### config.mk
export PLATFORM = sky130hd
export DESIGN_NAME = pipe_hazard_ctrl
export DESIGN_NICKNAME = d
export VERILOG_FILES = /design/src/rtl/pipe_hazard_ctrl.sv
export SDC_FILE = /design/constraint.sdc
export NUM_CORES = 1
export LEC_CHECK = 0
export ABC_AREA = 1
export BUFFER_PORTS_ARGS = -buffer_cell sky130_fd_sc_hd__buf_4
export CORE_MARGIN = 3
export CORE_UTILIZATION = 47
export DETAILED_ROUTE_END_ITERATION = 6
export PLACE_DENSITY_LB_ADDON = 0.3
export SKIP_CTS_REPAIR_TIMING = 1
export SLEW_MARGIN = 20
export SYNTH_ARGS = -nofsm -noshare
export SYNTH_HDL_FRONTEND = slang
export SYNTH_SLANG_ARGS = --single-unit
### constraint.sdc
create_clock -name clk -period 1.6 [get_ports clk]
set_clock_uncertainty 0.15 [all_clocks]
set_input_delay 0.32 -clock clk [delete_from_list [all_inputs] [get_ports clk]]
set_output_delay 0.32 -clock clk [all_outputs]
set_load 0.02 [all_outputs]
### src/rtl/pipe_hazard_ctrl.sv
// Purpose : pipeline sequencing controller; write enables, flushes and bubbles for IF/ID, ID/EX, EX/MEM, MEM/WB.
// Latency : hazard response is combinational (0 cycles); state, stall counter and timeout flag update on clk.
// Backpress: a pending data-memory access (dmem_req & !dmem_ready) freezes every pipeline register.
//
// Ports:
//   clk, rst_n                 clock, synchronous active-low reset
//   id_rs1/id_rs2, id_uses_*   source registers read by the instruction in ID
//   ex_rd, ex_mem_read         destination / load flag of the instruction in EX
//   ex_redirect                taken branch or jump resolved in EX
//   ex_muldiv_start, muldiv_done  multi-cycle mul/div handshake
//   dmem_req, dmem_ready       data-memory handshake in MEM
//   pc_we .. mem_wb_we         per-register write enables, flush and bubble controls
//   stall_cycles               saturating count of cycles with pc_we low
//   mem_timeout                sticky flag: memory wait reached MEM_TIMEOUT cycles
module pipe_hazard_ctrl #(
    parameter int MEM_TIMEOUT = 255,
    parameter int CNT_W       = 16
) (
    input  logic             clk,
    input  logic             rst_n,
    input  logic [4:0]       id_rs1,
    input  logic [4:0]       id_rs2,
    input  logic             id_uses_rs1,
    input  logic             id_uses_rs2,
    input  logic [4:0]       ex_rd,
    input  logic             ex_mem_read,
    input  logic             ex_redirect,
    input  logic             ex_muldiv_start,
    input  logic             muldiv_done,
    input  logic             dmem_req,
    input  logic             dmem_ready,
    output logic             pc_we,
    output logic             if_id_we,
    output logic             if_id_flush,
    output logic             id_ex_we,
    output logic             id_ex_bubble,
    output logic             ex_mem_we,
    output logic             ex_mem_bubble,
    output logic             mem_wb_we,
    output logic [CNT_W-1:0] stall_cycles,
    output logic             mem_timeout
);

    localparam int TW = (MEM_TIMEOUT < 1) ? 1 : $clog2(MEM_TIMEOUT + 1);
    localparam logic [TW-1:0] TMO_LIMIT = TW'(MEM_TIMEOUT);

    typedef enum logic [1:0] {
        RUN      = 2'd0,
        MEM_WAIT = 2'd1,
        MD_BUSY  = 2'd2
    } state_t;

    state_t            state_q, state_d;
    logic [TW-1:0]     wait_cnt_q, wait_cnt_d;
    logic [CNT_W-1:0]  stall_cnt_q, stall_cnt_d;
    logic              timeout_q, timeout_d;

    logic freeze;
    logic load_use;
    logic md_wait;
    logic md_done;

    always_comb begin
        freeze   = dmem_req & ~dmem_ready;
        load_use = ex_mem_read && (ex_rd != 5'd0) &&
                   ((id_uses_rs1 && (id_rs1 == ex_rd)) ||
                    (id_uses_rs2 && (id_rs2 == ex_rd)));
        // The start cycle already holds the front end; once busy, only done releases it.
        md_wait  = (state_q == MD_BUSY) ? ~muldiv_done : ex_muldiv_start;
        md_done  = (state_q == MD_BUSY) && muldiv_done;
    end

    // Hazard response, highest priority first.
    always_comb begin
        pc_we         = 1'b0;
        if_id_we      = 1'b0;
        if_id_flush   = 1'b0;
        id_ex_we      = 1'b0;
        id_ex_bubble  = 1'b0;
        ex_mem_we     = 1'b0;
        ex_mem_bubble = 1'b0;
        mem_wb_we     = 1'b0;
        if (!rst_n || freeze) begin
            // everything held
        end else if (md_wait) begin
            // Front end holds; EX/MEM takes NOPs while the older instructions drain.
            ex_mem_we     = 1'b1;
            ex_mem_bubble = 1'b1;
            mem_wb_we     = 1'b1;
        end else begin
            pc_we     = 1'b1;
            if_id_we  = 1'b1;
            id_ex_we  = 1'b1;
            ex_mem_we = 1'b1;
            mem_wb_we = 1'b1;
            // The mul/div completion cycle is a plain advance so the result moves on.
            if (!md_done) begin
                if (ex_redirect) begin
                    if_id_flush  = 1'b1;
                    id_ex_bubble = 1'b1;
                end else if (load_use) begin
                    pc_we        = 1'b0;
                    if_id_we     = 1'b0;
                    id_ex_bubble = 1'b1;
                end
            end
        end
    end

    always_comb begin
        state_d = state_q;
        if (freeze) begin
            // MD_BUSY is kept across a memory wait: the mul/div unit keeps running.
            if (state_q == RUN) begin
                state_d = MEM_WAIT;
            end
        end else if (state_q == MD_BUSY) begin
            if (muldiv_done) begin
                state_d = RUN;
            end
        end else begin
            // RUN, or MEM_WAIT on its release cycle, which behaves as RUN.
            state_d = ex_muldiv_start ? MD_BUSY : RUN;
        end
    end

    always_comb begin
        wait_cnt_d = '0;
        if (freeze) begin
            wait_cnt_d = (wait_cnt_q == TMO_LIMIT) ? wait_cnt_q : wait_cnt_q + 1'b1;
        end
        timeout_d = timeout_q | (freeze && (wait_cnt_d == TMO_LIMIT));

        stall_cnt_d = stall_cnt_q;
        if (!pc_we && (stall_cnt_q != {CNT_W{1'b1}})) begin
            stall_cnt_d = stall_cnt_q + 1'b1;
        end
    end

    always_ff @(posedge clk) begin
        if (!rst_n) begin
            state_q     <= RUN;
            wait_cnt_q  <= '0;
            stall_cnt_q <= '0;
            timeout_q   <= 1'b0;
        end else begin
            state_q     <= state_d;
            wait_cnt_q  <= wait_cnt_d;
            stall_cnt_q <= stall_cnt_d;
            timeout_q   <= timeout_d;
        end
    end

    assign stall_cycles = stall_cnt_q;
    assign mem_timeout  = timeout_q;

endmodule

# After elaboration in Yosys (flattened, before gate mapping)
# Index checks and enable logic that the tools add are counted.
# classes
add_sub_neg	2
eq_ne	8
muxes	27
bitwise	4
reduce_logical	14
# ops
op	n
2-to-1 mux 1 bit	20
adder 16 x 1 -> 16 bit, second input constant	1
equality test 8 bit, second input constant	2
2-to-1 mux 8 bit	2
inequality test 16 bit, second input constant	1
equality test 5 bit	2
2-to-1 mux 2 bit	5
adder 8 x 1 -> 8 bit, second input constant	1
logical AND 1 bit	7
nonzero test 5 bit	1
inequality test 3 bit, second input constant	1
equality test 2 bit, second input constant	1
zero test 1 bit	2
zero test 2 bit	1
logical OR 1 bit	2
inequality test 2 x 1 -> 1 bit, second input constant	1
inverter 1 bit	2
AND reduction 2 bit	1
bitwise AND 1 bit	1
OR 1 bit	1
# word_totals
register_bits	27
wordCells	59

# Depth between registers and ports, before layout
# logic_depth
word_depth	11
depth_mapped	13
depth_no_buf	12

# Worst setup path before layout
# No wires, ideal clock.
# synth_path
path_kind	input -> output
start	input dmem_req
end	output pc_we
t_arrival_ns	1.829
required_ns	1.130
path_slack_ns	-0.699
cell_stages	10
path_buffers	3
cell_sequence	inv_1 nor2_4 nor2_2 inv_1 a21oi_2 nand2_2 buf_6 buf_6 inv_1 buf_4
# synth_via
elab_chain_cells	3
# synth_lines
item	line_no	rtl
start, declared	30	input logic dmem_req,
bitwise AND 1 bit	64	freeze = dmem_req & ~dmem_ready;
logical OR 1 bit	83	if (!rst_n || freeze) begin
2-to-1 mux 1 bit	n/a	
end, declared	32	output logic pc_we,
# Every way passes these cells.

# Worst setup path after layout
# layout_path
start	register state_q[1]
end	output if_id_we
# layout_via
elab_chain_cells	5
elab_cells_between_ends	6
# layout_lines
item	line_no	rtl
start, declared	53	state_t state_q, state_d;
start signal, assigned	147	state_q <= state_d;
equality test 2 bit (*)	69, 70	
logical AND 1 bit	70	md_done = (state_q == MD_BUSY) && muldiv_done;
2-to-1 mux 1 bit	97	if (!md_done) begin
2-to-1 mux 1 bit (*)	85	end else if (md_wait) begin
2-to-1 mux 1 bit (*)	83	
end, declared	33	output logic if_id_we,
# Every way passes the cells marked *; elsewhere a longest branch is shown, timed or not.

==> impl_metrics.py <==
metrics = {
    "global_route": {
        "grt_max_degree": 26,
        "overflow": 0,
        "antenna_found_initial": 0,
        "grt_usage_pct": 21.5,
        "grt_pass1_vias": 1886,
        "grt_pass1_wl_um": 7820,
    },
    "clock_network": {
        "clock_sinks": 27,
        "cts_buffer_depth": 2,
        "h-tree-depth": 1,
        "clkLatencyLatePin_ns": 0.27,
        "cts_tree": "done",
        "numCtsBuffers": 3,
        "clkTransAtPathRegs_ns": 0.10,
        "cts-root-buf": "clkbuf_8",
    },
    "die": {
        "dieArea_um2": 4670,
        "core.rowCount": 22,
        "initial_core_util_pct": 49.1,
        "die_x_um": 68.3,
        "core-area_um2": 3720,
        "die_h_um": 68.3,
        "ios": 50,
    },
    "drt": {
        "wirelength_um": 5320,
        "vias": 2188,
        "wire_per_inst_um": 12.1,
        "ant_nets": 0,
        "drt_iter0_markers": 87,
        "vias_per_cell": 4.96,
        "dr.pass1.iters": 4,
        "route.detailed.drc": 0,
    },
    "final_layout": {
        "final_cell_area_um2": 2860,
        "nFillCells": 290,
        "diodes": 0,
        "syn2layout_area_growth_pct": 56.4,
        "multi_input_area_um2": 1260,
        "drive_above_1_share_pct": 40.7,
        "seqCellArea_um2": 558,
        "utilization_pct": 76.8,
        "fin_nets": 421,
    },
    "critical_path": {
        "timing_worst_setup_path_type": "flip-flop to output pin",
        "end_kind": "output pin",
        "worstPathArrival_ns": 1.39,
        "cp-startpoint": "state_q[1]",
        "cp-start-kind": "flip-flop",
        "reg2reg_from": "wait_cnt_q[4]",
        "required_ns": 1.13,
        "r2r_slack_ns": -0.11,
        "r2r_cells": 10,
        "rr_endpoint": "mem_timeout",
        "critPathMaxFanout": 3,
    },
    "power": {
        "ir_worst_vdd_uv": 530,
        "p_per_area_nw_per_um2": 507,
        "p_leak_uw": 0.00135,
    },
    "run_status": {
        "outcome": "finished, violations left",
        "violations": "setup timing",
    },
    "hold_path": {
        "min_from": "rst_n",
        "holdPathEnd": "stall_cycles[0]",
        "hp-class": "input port to flip-flop",
        "whs_path_depth": 4,
    },
    "synthesis": {
        "ys_warn_count": 0,
        "syn_area_um2": 1830,
        "synth-seq-cells": 27,
        "syn_inst": 296,
        "ys_seq_area_share_pct": 29.6,
        "syn_nets": 323,
        "ys_types": 29,
        "avgSynthCellArea_um2": 6.17,
    },
    "placed_design": {
        "io_buffers": 49,
        "dp_hpwl_um": 3810,
        "dpl_cell_area_um2": 2650,
        "gp_congestion": 0.867,
    },
    "timing": {
        "clock.fmax_mhz": 538,
        "period_minus_slack_ns": 1.86,
        "period_share_pct": 116,
        "rsz0062_at_grt": "yes",
        "tightest_slew_ns": 0.333,
        "setup_violations": 22,
        "hold_viol_final": 0,
        "tns_ns": -2.45,
        "slew_headroom_pct": 77.6,
        "drv_slew": 0,
        "worst_slack_ns": -0.260,
    },
    "job": {
        "drv_cap": 0,
    },
}
==> synthesized netlist by cell type <==
cell / n / area, um2
a21oi_1: 17 / 85.1
a21oi_2: 2 / 17.5
a31oi_1: 2 / 12.5
and2_1: 1 / 6.26
buf_2: 1 / 5.00
buf_4: 2 / 15.0
buf_6: 3 / 33.8
clkbuf_1: 2 / 7.51
dfxtp_1: 27 / 541
ha_1: 2 / 25.0
inv_1: 37 / 139
inv_2: 3 / 11.3
nand2_1: 78 / 293
nand2_2: 2 / 12.5
nand2_4: 2 / 22.5
nand3_1: 29 / 145
nand3_2: 1 / 10.0
nand4_1: 3 / 18.8
nor2_1: 45 / 169
nor2_2: 2 / 12.5
nor2_4: 2 / 22.5
nor3_1: 10 / 50.1
nor4_1: 2 / 12.5
o211ai_1: 1 / 7.51
o21ai_0: 5 / 25.0
o22ai_1: 1 / 6.26
or2_1: 1 / 6.26
xnor2_1: 3 / 26.3
xor2_1: 10 / 87.6
==> routing by layer <==
layer | global-route usage [%] | vias to the layer above | part of all wire, %
li1 | - | 1134 | -
met3 | 3.12 | 7 | 7.0
met2 | 36.2 | 81 | 50
met5 | 0 | - | 0
met1 | 28.2 | 966 | 42
met4 | 6.70 | 0 | 0.96
==> placed cells by master (no fill, tap or decap), types with 6 or more instances in the layout <==
master    n
xor2_1   10
buf_4    97
a21oi_1  14
nand2_4   6
nor2_1   37
dfxtp_2   8
nor2_4    7
inv_1    32
nand3_1  25
dfxtp_1  17
inv_2     6
nor3_1    8
nand2_1  71
==> where the power goes <==
| group | total [uW] | switching [uW] | internal, uW |
|---|---|---|---|
| sequential | 699 | 11.7 | 687 |
| clock | 397 | 219 | 179 |
| combinational | 351 | 182 | 169 |
==> registers in the layout (all words and copies together) (netlist names) <==
name / flops
state_q: 2
stall_cycles: 16
wait_cnt_q: 8
mem_timeout: 1
==> through the flow <==
| stage | instances | hold slack [ns] | power, uW | worst slack [ns] |
|---|---|---|---|---|
| after global routing | 441 | 0.253 | 1520 | -0.352 |
| final | 441 | 0.233 | 1450 | -0.260 |
| after global placement | 433 | 0.291 | 1030 | -0.209 |
| after detailed placement | 433 | 0.298 | 1040 | -0.252 |
| after CTS | 437 | 0.230 | 1430 | -0.335 |
| after floorplan | 296 | 0.281 | 889 | -0.369 |
==> critical path: stages, from the launching register on <==
cell and delay (ns):
dfxtp_2 0.33, inv_2 0.07, nor2_4 0.04, or2_4 0.24
a21oi_4 0.16, nand2_4 0.08, clkinvlp_4 0.07, buf_4 0.13
==> cell type report <==
type,count,share of cell area [%]
tap,48,2.10
timing repair buffer,100,27.0
clock buffer,4,1.58
sequential,27,19.5
multi-input combinational,222,44.1
inverter,40,5.65
==> kinds of logic after synthesis <==
group / Yosys count / synth area share, %
buffers and inverters: 48 / 11.6
XOR/XNOR: 13 / 6.24
AND/OR/NAND/NOR: 178 / 42.8
flip-flops: 27 / 29.6
adder cells (fa/ha/maj): 2 / 1.37
AO/OA/AOI/OAI: 28 / 8.43
==> how the worst max path moves through the flow <==
stage                       endpoint  slack (ns)
detailed placement  stall_cycles[14]       -0.25
global placement    stall_cycles[14]       -0.21
global route            id_ex_bubble       -0.35
floorplan                      pc_we       -0.37
finish                      if_id_we       -0.26
CTS                         if_id_we       -0.33
Note: power is estimated with default switching activity, not from simulation.
